**config.mk**
```make
export PLATFORM = sky130hd
export DESIGN_NAME = logic_unit_seq
export DESIGN_NICKNAME = d
export VERILOG_FILES = /design/src/rtl/logic_unit_pkg.sv /design/src/rtl/logic_unit_seq_slice.sv /design/src/rtl/logic_unit_seq.sv
export SDC_FILE = /design/constraint.sdc
export NUM_CORES = 1
export LEC_CHECK = 0
export ABC_CLOCK_PERIOD_IN_PS = 5600
export BUFFER_PORTS_ARGS = -buffer_cell sky130_fd_sc_hd__buf_2
export CAP_MARGIN = 5
export CORE_AREA = 2 2 98 100
export DETAILED_ROUTE_END_ITERATION = 6
export DIE_AREA = 0 0 100 102
export PLACE_DENSITY = 0.72
export RECOVER_POWER = 100
export SYNTH_ARGS = -nofsm -noshare
export SYNTH_HDL_FRONTEND = slang
export SYNTH_SLANG_ARGS = --single-unit
```
**constraint.sdc**
```tcl
create_clock -name clk -period 5.6 [get_ports clk]
set_input_delay 0.28 -clock clk [delete_from_list [all_inputs] [get_ports clk]]
set_output_delay 0.28 -clock clk [all_outputs]
set_load 0.05 [all_outputs]
```
**src/rtl/logic_unit_pkg.sv**
```systemverilog
// Shared types for the sliced logic unit.
// Operation codes and FSM state encoding.
package logic_unit_pkg;

    typedef enum logic [1:0] {
        LU_AND = 2'b00,
        LU_OR  = 2'b01,
        LU_XOR = 2'b10,
        LU_NOR = 2'b11
    } lu_op_e;

    typedef enum logic [1:0] {
        S_IDLE = 2'b00,
        S_RUN  = 2'b01,
        S_DONE = 2'b10
    } lu_state_e;

endpackage

```
**src/rtl/logic_unit_seq_slice.sv**
```systemverilog
// Combinational SLICE-bit logic op, shared by every slice position.
// The parent time-multiplexes it with its slice counter.
module logic_slice
    import logic_unit_pkg::*;
#(
    parameter int SLICE = 8
) (
    input  logic [SLICE-1:0] a_s,
    input  logic [SLICE-1:0] b_s,
    input  logic [1:0]       op,
    output logic [SLICE-1:0] y_s
);

    // Apply the selected bitwise op to one slice
    always_comb begin
        y_s = '0;
        unique case (op)
            LU_AND: y_s = a_s & b_s;
            LU_OR:  y_s = a_s | b_s;
            LU_XOR: y_s = a_s ^ b_s;
            LU_NOR: y_s = ~(a_s | b_s);
            default: y_s = '0;
        endcase
    end

endmodule

```
**src/rtl/logic_unit_seq.sv**
```systemverilog
// Multi-cycle bitwise logic unit, SLICE bits per cycle, valid/ready I/O.
// Define LOGIC_UNIT_ZERO_FLAG_EN to add the registered zero output.
module logic_unit_seq
    import logic_unit_pkg::*;
#(
    parameter int WIDTH = 32,
    parameter int SLICE = 8
) (
    input  logic             clk,
    input  logic             reset,
    input  logic             in_valid,
    output logic             in_ready,
    input  logic [WIDTH-1:0] a,
    input  logic [WIDTH-1:0] b,
    input  logic [1:0]       op,
    output logic             out_valid,
    input  logic             out_ready,
    output logic [WIDTH-1:0] result
`ifdef LOGIC_UNIT_ZERO_FLAG_EN
   ,output logic             zero
`endif
);

    localparam int NSLICE = WIDTH / SLICE;
    localparam int CW = (NSLICE > 1) ? $clog2(NSLICE) : 1;
    localparam logic [CW-1:0] LAST = CW'(NSLICE - 1);

    lu_state_e        state_q;
    logic [CW-1:0]    cnt_q;
    logic [WIDTH-1:0] a_q;
    logic [WIDTH-1:0] b_q;
    logic [1:0]       op_q;
    logic [WIDTH-1:0] result_q;
    logic [WIDTH-1:0] res_n;
    logic [SLICE-1:0] a_s;
    logic [SLICE-1:0] b_s;
    logic [SLICE-1:0] y_s;

    assign a_s = a_q[cnt_q*SLICE +: SLICE];
    assign b_s = b_q[cnt_q*SLICE +: SLICE];

    logic_slice #(.SLICE(SLICE)) u_slice (
        .a_s (a_s),
        .b_s (b_s),
        .op  (op_q),
        .y_s (y_s)
    );

    // Current result with this cycle's slice merged in
    always_comb begin
        res_n = result_q;
        res_n[cnt_q*SLICE +: SLICE] = y_s;
    end

    assign in_ready  = (state_q == S_IDLE);
    assign out_valid = (state_q == S_DONE);
    assign result    = result_q;

    // Accept / slice-by-slice compute / hold-until-taken sequencer
    always_ff @(posedge clk) begin
        if (reset) begin
            state_q  <= S_IDLE;
            cnt_q    <= '0;
            a_q      <= '0;
            b_q      <= '0;
            op_q     <= '0;
            result_q <= '0;
        end else begin
            unique case (state_q)
                S_IDLE: begin
                    if (in_valid) begin
                        a_q      <= a;
                        b_q      <= b;
                        op_q     <= op;
                        result_q <= '0;
                        cnt_q    <= '0;
                        state_q  <= S_RUN;
                    end
                end
                S_RUN: begin
                    result_q <= res_n;
                    if (cnt_q == LAST) begin
                        cnt_q   <= '0;
                        state_q <= S_DONE;
                    end else begin
                        cnt_q <= cnt_q + CW'(1);
                    end
                end
                S_DONE: begin
                    if (out_ready) state_q <= S_IDLE;
                end
                default: state_q <= S_IDLE;
            endcase
        end
    end

`ifdef LOGIC_UNIT_ZERO_FLAG_EN
    // Zero flag latched from the final result on entry to DONE
    always_ff @(posedge clk) begin
        if (reset) begin
            zero <= 1'b1;
        end else if (state_q == S_IDLE && in_valid) begin
            zero <= 1'b0;
        end else if (state_q == S_RUN && cnt_q == LAST) begin
            zero <= (res_n == '0);
        end
    end
`endif

endmodule
```
* After elaboration in Yosys (flattened, before gate mapping)
Cells that the tools add are included.
** Operators by class
- Add/subtract/negate cells :: 2
- Eq/ne operators :: 9
- Shift operators :: 4
- Multiplexer cells :: 11
- Bitwise operators :: 4
- Reductions and logical operators :: 6
** Operators with widths (count)
- one-hot mux 32 bit (2 select lines) :: 1
- variable part select 32 x 6 -> 8 bit :: 2
- negator 5 -> 34 bit :: 1
- variable shift 8 x 34 -> 32 bit, first input constant :: 1
- variable part select 8 x 34 -> 32 bit :: 1
- bitwise mux 32 bit :: 1
- two-way mux 32 bit :: 1
- one-hot mux 8 bit (4 select lines) :: 1
- two-way mux 2 bit :: 5
- AND 8 bit :: 1
- == test 2 bit, second input constant :: 4
- NOT 8 bit :: 1
- bitwise OR 8 bit :: 1
- XOR 8 bit :: 1
- one-hot mux 2 bit (3 select lines) :: 1
- == test 2 x 1 -> 1 bit, second input constant :: 2
- zero test 2 bit :: 2
- != test 2 bit, second input constant :: 2
- one-hot mux 2 bit (2 select lines) :: 1
- AND reduction 2 bit :: 2
- AND reduction 3 bit :: 1
- adder 2 x 1 -> 2 bit, second input constant :: 1
- != test 2 x 1 -> 1 bit, second input constant :: 1
- nonzero test 2 bit :: 1
** Word-level totals
- Register bits :: 102
- Output and inout bits :: 34
- Word-level logic and storage cells :: 42

* Logic depth before layout (Yosys ltp)
- Depth after elaboration :: 7
- Depth in mapped cells :: 9

* Hierarchy
From an unflattened synthesis, not the netlist that was laid out.
** Second synthesis, totals
- Cells, all modules :: 478
- Area, all modules :: 4586.9 um2
** By module, submodules not included
- logic_unit_seq :: instances 1, cells each 419, area each 4060.1 um2, seq. area each 2042.0 um2
- logic_slice :: instances 1, cells each 59, area each 526.8 um2, seq. area each 0.0 um2

* Worst setup path before layout
Ideal clock, no wire load.
- Kind :: register to register
- Start :: register cnt_q[0]
- End :: register result_q[28] (netlist: result[28])
- Arrival time :: 2036 ps
- Setup slack :: 3443 ps
- Stages on the path, launching flop included :: 9
- Buffers on the path :: 2
- Period minus slack after synthesis :: 2157 ps
- Cell sequence :: dfxtp_1 > buf_6 > buf_6 > mux4_2 > inv_1 > ha_1 > mux2_2 > a21oi_2 > o2bb2ai_1
** On the way
- Longest elaborated chain between the ends :: 7
** Ends and longest elaborated chain
- start, declared :: RTL line logic_unit_seq.sv:29 : logic [CW-1:0] cnt_q;
- start signal, assigned :: RTL line logic_unit_seq.sv:86 : cnt_q <= cnt_q + CW'(1);
- variable part select 32 x 6 -> 8 bit (on tied branches) :: RTL line logic_unit_seq.sv:39, logic_unit_seq.sv:40
- bitwise OR 8 bit :: RTL line logic_unit_seq_slice.sv:19, logic_unit_seq_slice.sv:21
- NOT 8 bit :: RTL line logic_unit_seq_slice.sv:21 : LU_NOR: y_s = ~(a_s | b_s);
- one-hot mux 8 bit (4 select lines) :: RTL line logic_unit_seq_slice.sv:17 : unique case (op)
- variable part select 8 x 34 -> 32 bit :: RTL line logic_unit_seq.sv:52 : res_n[cnt_q*SLICE +: SLICE] = y_s;
- bitwise mux 32 bit * :: RTL line logic_unit_seq.sv:52
- one-hot mux 32 bit (2 select lines) * :: RTL line logic_unit_seq.sv:69 : unique case (state_q)
- end signal, assigned :: RTL line logic_unit_seq.sv:81 : result_q <= res_n;
- end, declared :: RTL line logic_unit_seq.sv:33 : logic [WIDTH-1:0] result_q;
Mark *: on every way between the ends. The rest lies on a longest branch, timed or not.
A chain may end at the register's enable or synchronous reset.

* Worst setup path in the final report
- Start :: register cnt_q[0]
- End :: register result_q[23] (netlist: result[23])
The elaborated chain is that of the path after synthesis.

==> metrics <==
run status finished with violations; failing checks max-capacitance violations, max-slew violations; placed cell area 4980 µm²; cell taking the most area after synthesis dfxtp_1; GRT Overall Usage between 20% and 30%; leading post-synthesis cells by cell area dfxtp_1 (45%), nand2_1 (12%), a21oi_1 (8.5%); XOR/XNOR Fraction of Synth Area 0%; worst r2r src cnt_q[0]; most frequent cell after synthesis nand2_1; crit share post-route 58.5%; Crit. Startpoint cnt_q[0]; Antenna Nets Post-Route 0; Core Footprint 9110 µm²; Post-Syn Area per Cell 9.10 µm²; worst skew pair latency between 0.3 and 0.4 ns; Max VDD drop ~130 µV; RSZ-0062 raised after global routing false; cts hold-fix bufs 0; hold_ws roughly 0.14 ns; share of layout cells above drive strength 1 between 15 and 20%; Async SR Flop Fraction 0%; delay-heaviest family, CP multiplexers; crit path max fanout 12; post-synthesis mux area share roughly a tenth; n_diodes 0; Hold Startpoint a[15]; setup TNS 0 ns; antenna violations before repair 0; Starting Density around half; Cells after Synth 494; Placement Setup Slack roughly 2.7 ns; Buf/Inv on CP 2; first drt pass iteration count 4; Port Buffer Count 103; Fillers roughly 900; vias approximately 3.7k; Die X 100 µm; # resized after CTS 0; maximum clock rate 306 MHz; syn nets 584; final wirelength about 11 mm; CP Cell Sequence clkbuf_1 -> mux4_2 -> inv_1 -> ha_1 -> mux2_2 -> a21oi_1 -> o2bb2ai_1; final hold vios 0; Max Slew Vio Count 67; Adder-Cell Fraction of Synth Area ~5.6%; yosys warns 0; Routability Congestion about 0.85; Mapped Area between 4000 and 5000 µm²; Final Worst Setup Slack about 2.3 ns; Slew Limit Headroom -40.9%; ys flop type dfxtp_1; die area about 10000 µm²; Setup Skew approximately 0.0096 ns; final instance area just over 5000 µm²; PD cells between 200 and 300 nW/µm²; slowest cell on the critical path dfxtp_1; sequential share of the synthesized area 45.4%; grt total ovfl 0; static leakage between 0.0015 and 0.002 µW; Worst setup SP type flop; TritonCTS clock tree done; main combinational cell family by area after synthesis compound AO/OA/AOI/OAI gates; Hold Path Class in2reg; vias in the first global route 3570; CTS Buffer Depth 2; Multi-input gate area around 2200 µm²; Vias/cell between 5 and 6; Die Y a little over 100 µm; Layout area overhead 13.6%; HPWL Detailed just under 8 mm; Reg clk slew, reported paths roughly 0.1 ns; final setup fails 0; Num Clock Sinks 102; Max-Cap Viols 1; most common library cells after synthesis nand2_1 (141), dfxtp_1 (102), a21oi_1 (76); critical path data required time 5.85 ns; Slowest Stage Delay on Critical Path around 0.8 ns; Yosys reg bits about 100; simple-gate share of the synthesized area 16.1%; H-tree Lvls 3; CTS Buf Count 9; DRC Markers 0; crit path kind reg2reg; Initial DRC Count 136; first-pass GRT wire length approximately 17 mm; fin crit period between 3 and 4 ns; Setup crit end kind flop; nets@finish ~670; IO Count roughly 100; worst path arrival time between 3 and 4 ns; clk root buf clkbuf_8; area fraction of the dominant cell type after synthesis 45.4%; Register Area 2040 µm²; # Post-CTS Setup Buffers 0; worst-margin pin slew roughly 2.1 ns; floorplan row count 35; DR WL/cell between 15 and 20 µm; largest net degree at the start of global routing 76; Compound-Gate Fraction of Synth Area 17.4%; Post-synth EDFFs 0; unique cell type count in the Yosys netlist 33
[area by class of cell]
type,instances,share of cell area [%]
Sequential cell,102,40.0
Timing Repair Buffer,105,9.48
Clock buffer,12,2.84
Clock inverter,4,1.05
Tap cell,111,2.72
Multi-Input combinational cell,340,42.6
Inverter,19,1.40
[final timing paths]
path                                    to  slack [ns]  depth (start not counted)
worst max register to register  result[23]        2.33                          7
worst min-delay path               a_q[15]        0.14                          3
worst min register to register     b_q[21]        0.46                          2
worst max-delay path            result[23]        2.33                          7
[worst reg2reg max path, cell delays in order, from the launching register on]
cell,delay [ns]
dfxtp_1,0.78
clkbuf_1,0.70
mux4_2,0.65
inv_1,0.08
ha_1,0.22
mux2_2,0.26
a21oi_1,0.35
o2bb2ai_1,0.12
[logic make-up (layout without fill, tap and decap cells)]
logic type / after synthesis / count (layout)
buf+inv: 52 / 140
compound gates: 123 / 123
simple gates: 174 / 174
mux: 23 / 23
fa+ha+maj: 20 / 20
flops: 102 / 102
[metrics by stage]
stage               std cells  util [%]  total power, µW
floorplan                 494         -              944
global placement          677      54.7              993
detailed placement        677      54.7             1000
CTS                       693      56.9             1460
global route              693      56.1             1520
finish                    693      56.1             1450
[registers in the layout (all words and copies together), names as in the netlist]
| signal | flops |
|---|---|
| result | 32 |
| a_q | 32 |
| state_q | 2 |
| b_q | 32 |
| cnt_q | 2 |
| op_q | 2 |
[layer usage]
metal,GRT usage (%),up-vias,share of wire (%)
li1,-,1869,-
met1,28.0,1753,45
met2,34.5,105,48
met3,4.10,21,5.5
met4,9.80,0,2.3
met5,0,-,0
[where the power goes]
part           internal (µW)  switching, µW  total [µW]
Sequential               757           28.4         785
Clock                    221            250         471
Combinational           81.9            112         194
Total                   1060            391        1450
[placed cells by master, fill, tap and decap left out, types with 7 or more instances in the layout]
| cell type | Yosys | layout |
|---|---|---|
| ha_1 | 20 | 20 |
| clkbuf_1 | 7 | 37 |
| buf_2 | 14 | 69 |
| a21oi_1 | 76 | 80 |
| a211oi_1 | 8 | 8 |
| mux4_2 | 16 | 16 |
| nor2_1 | 12 | 13 |
| dfxtp_1 | 102 | 102 |
| mux2_2 | 7 | 7 |
| o2bb2ai_1 | 28 | 28 |
| nand2_1 | 141 | 141 |
| inv_1 | 19 | 19 |
| clkbuf_8 | 0 | 10 |
Note: power is estimated with default switching activity, not from simulation.
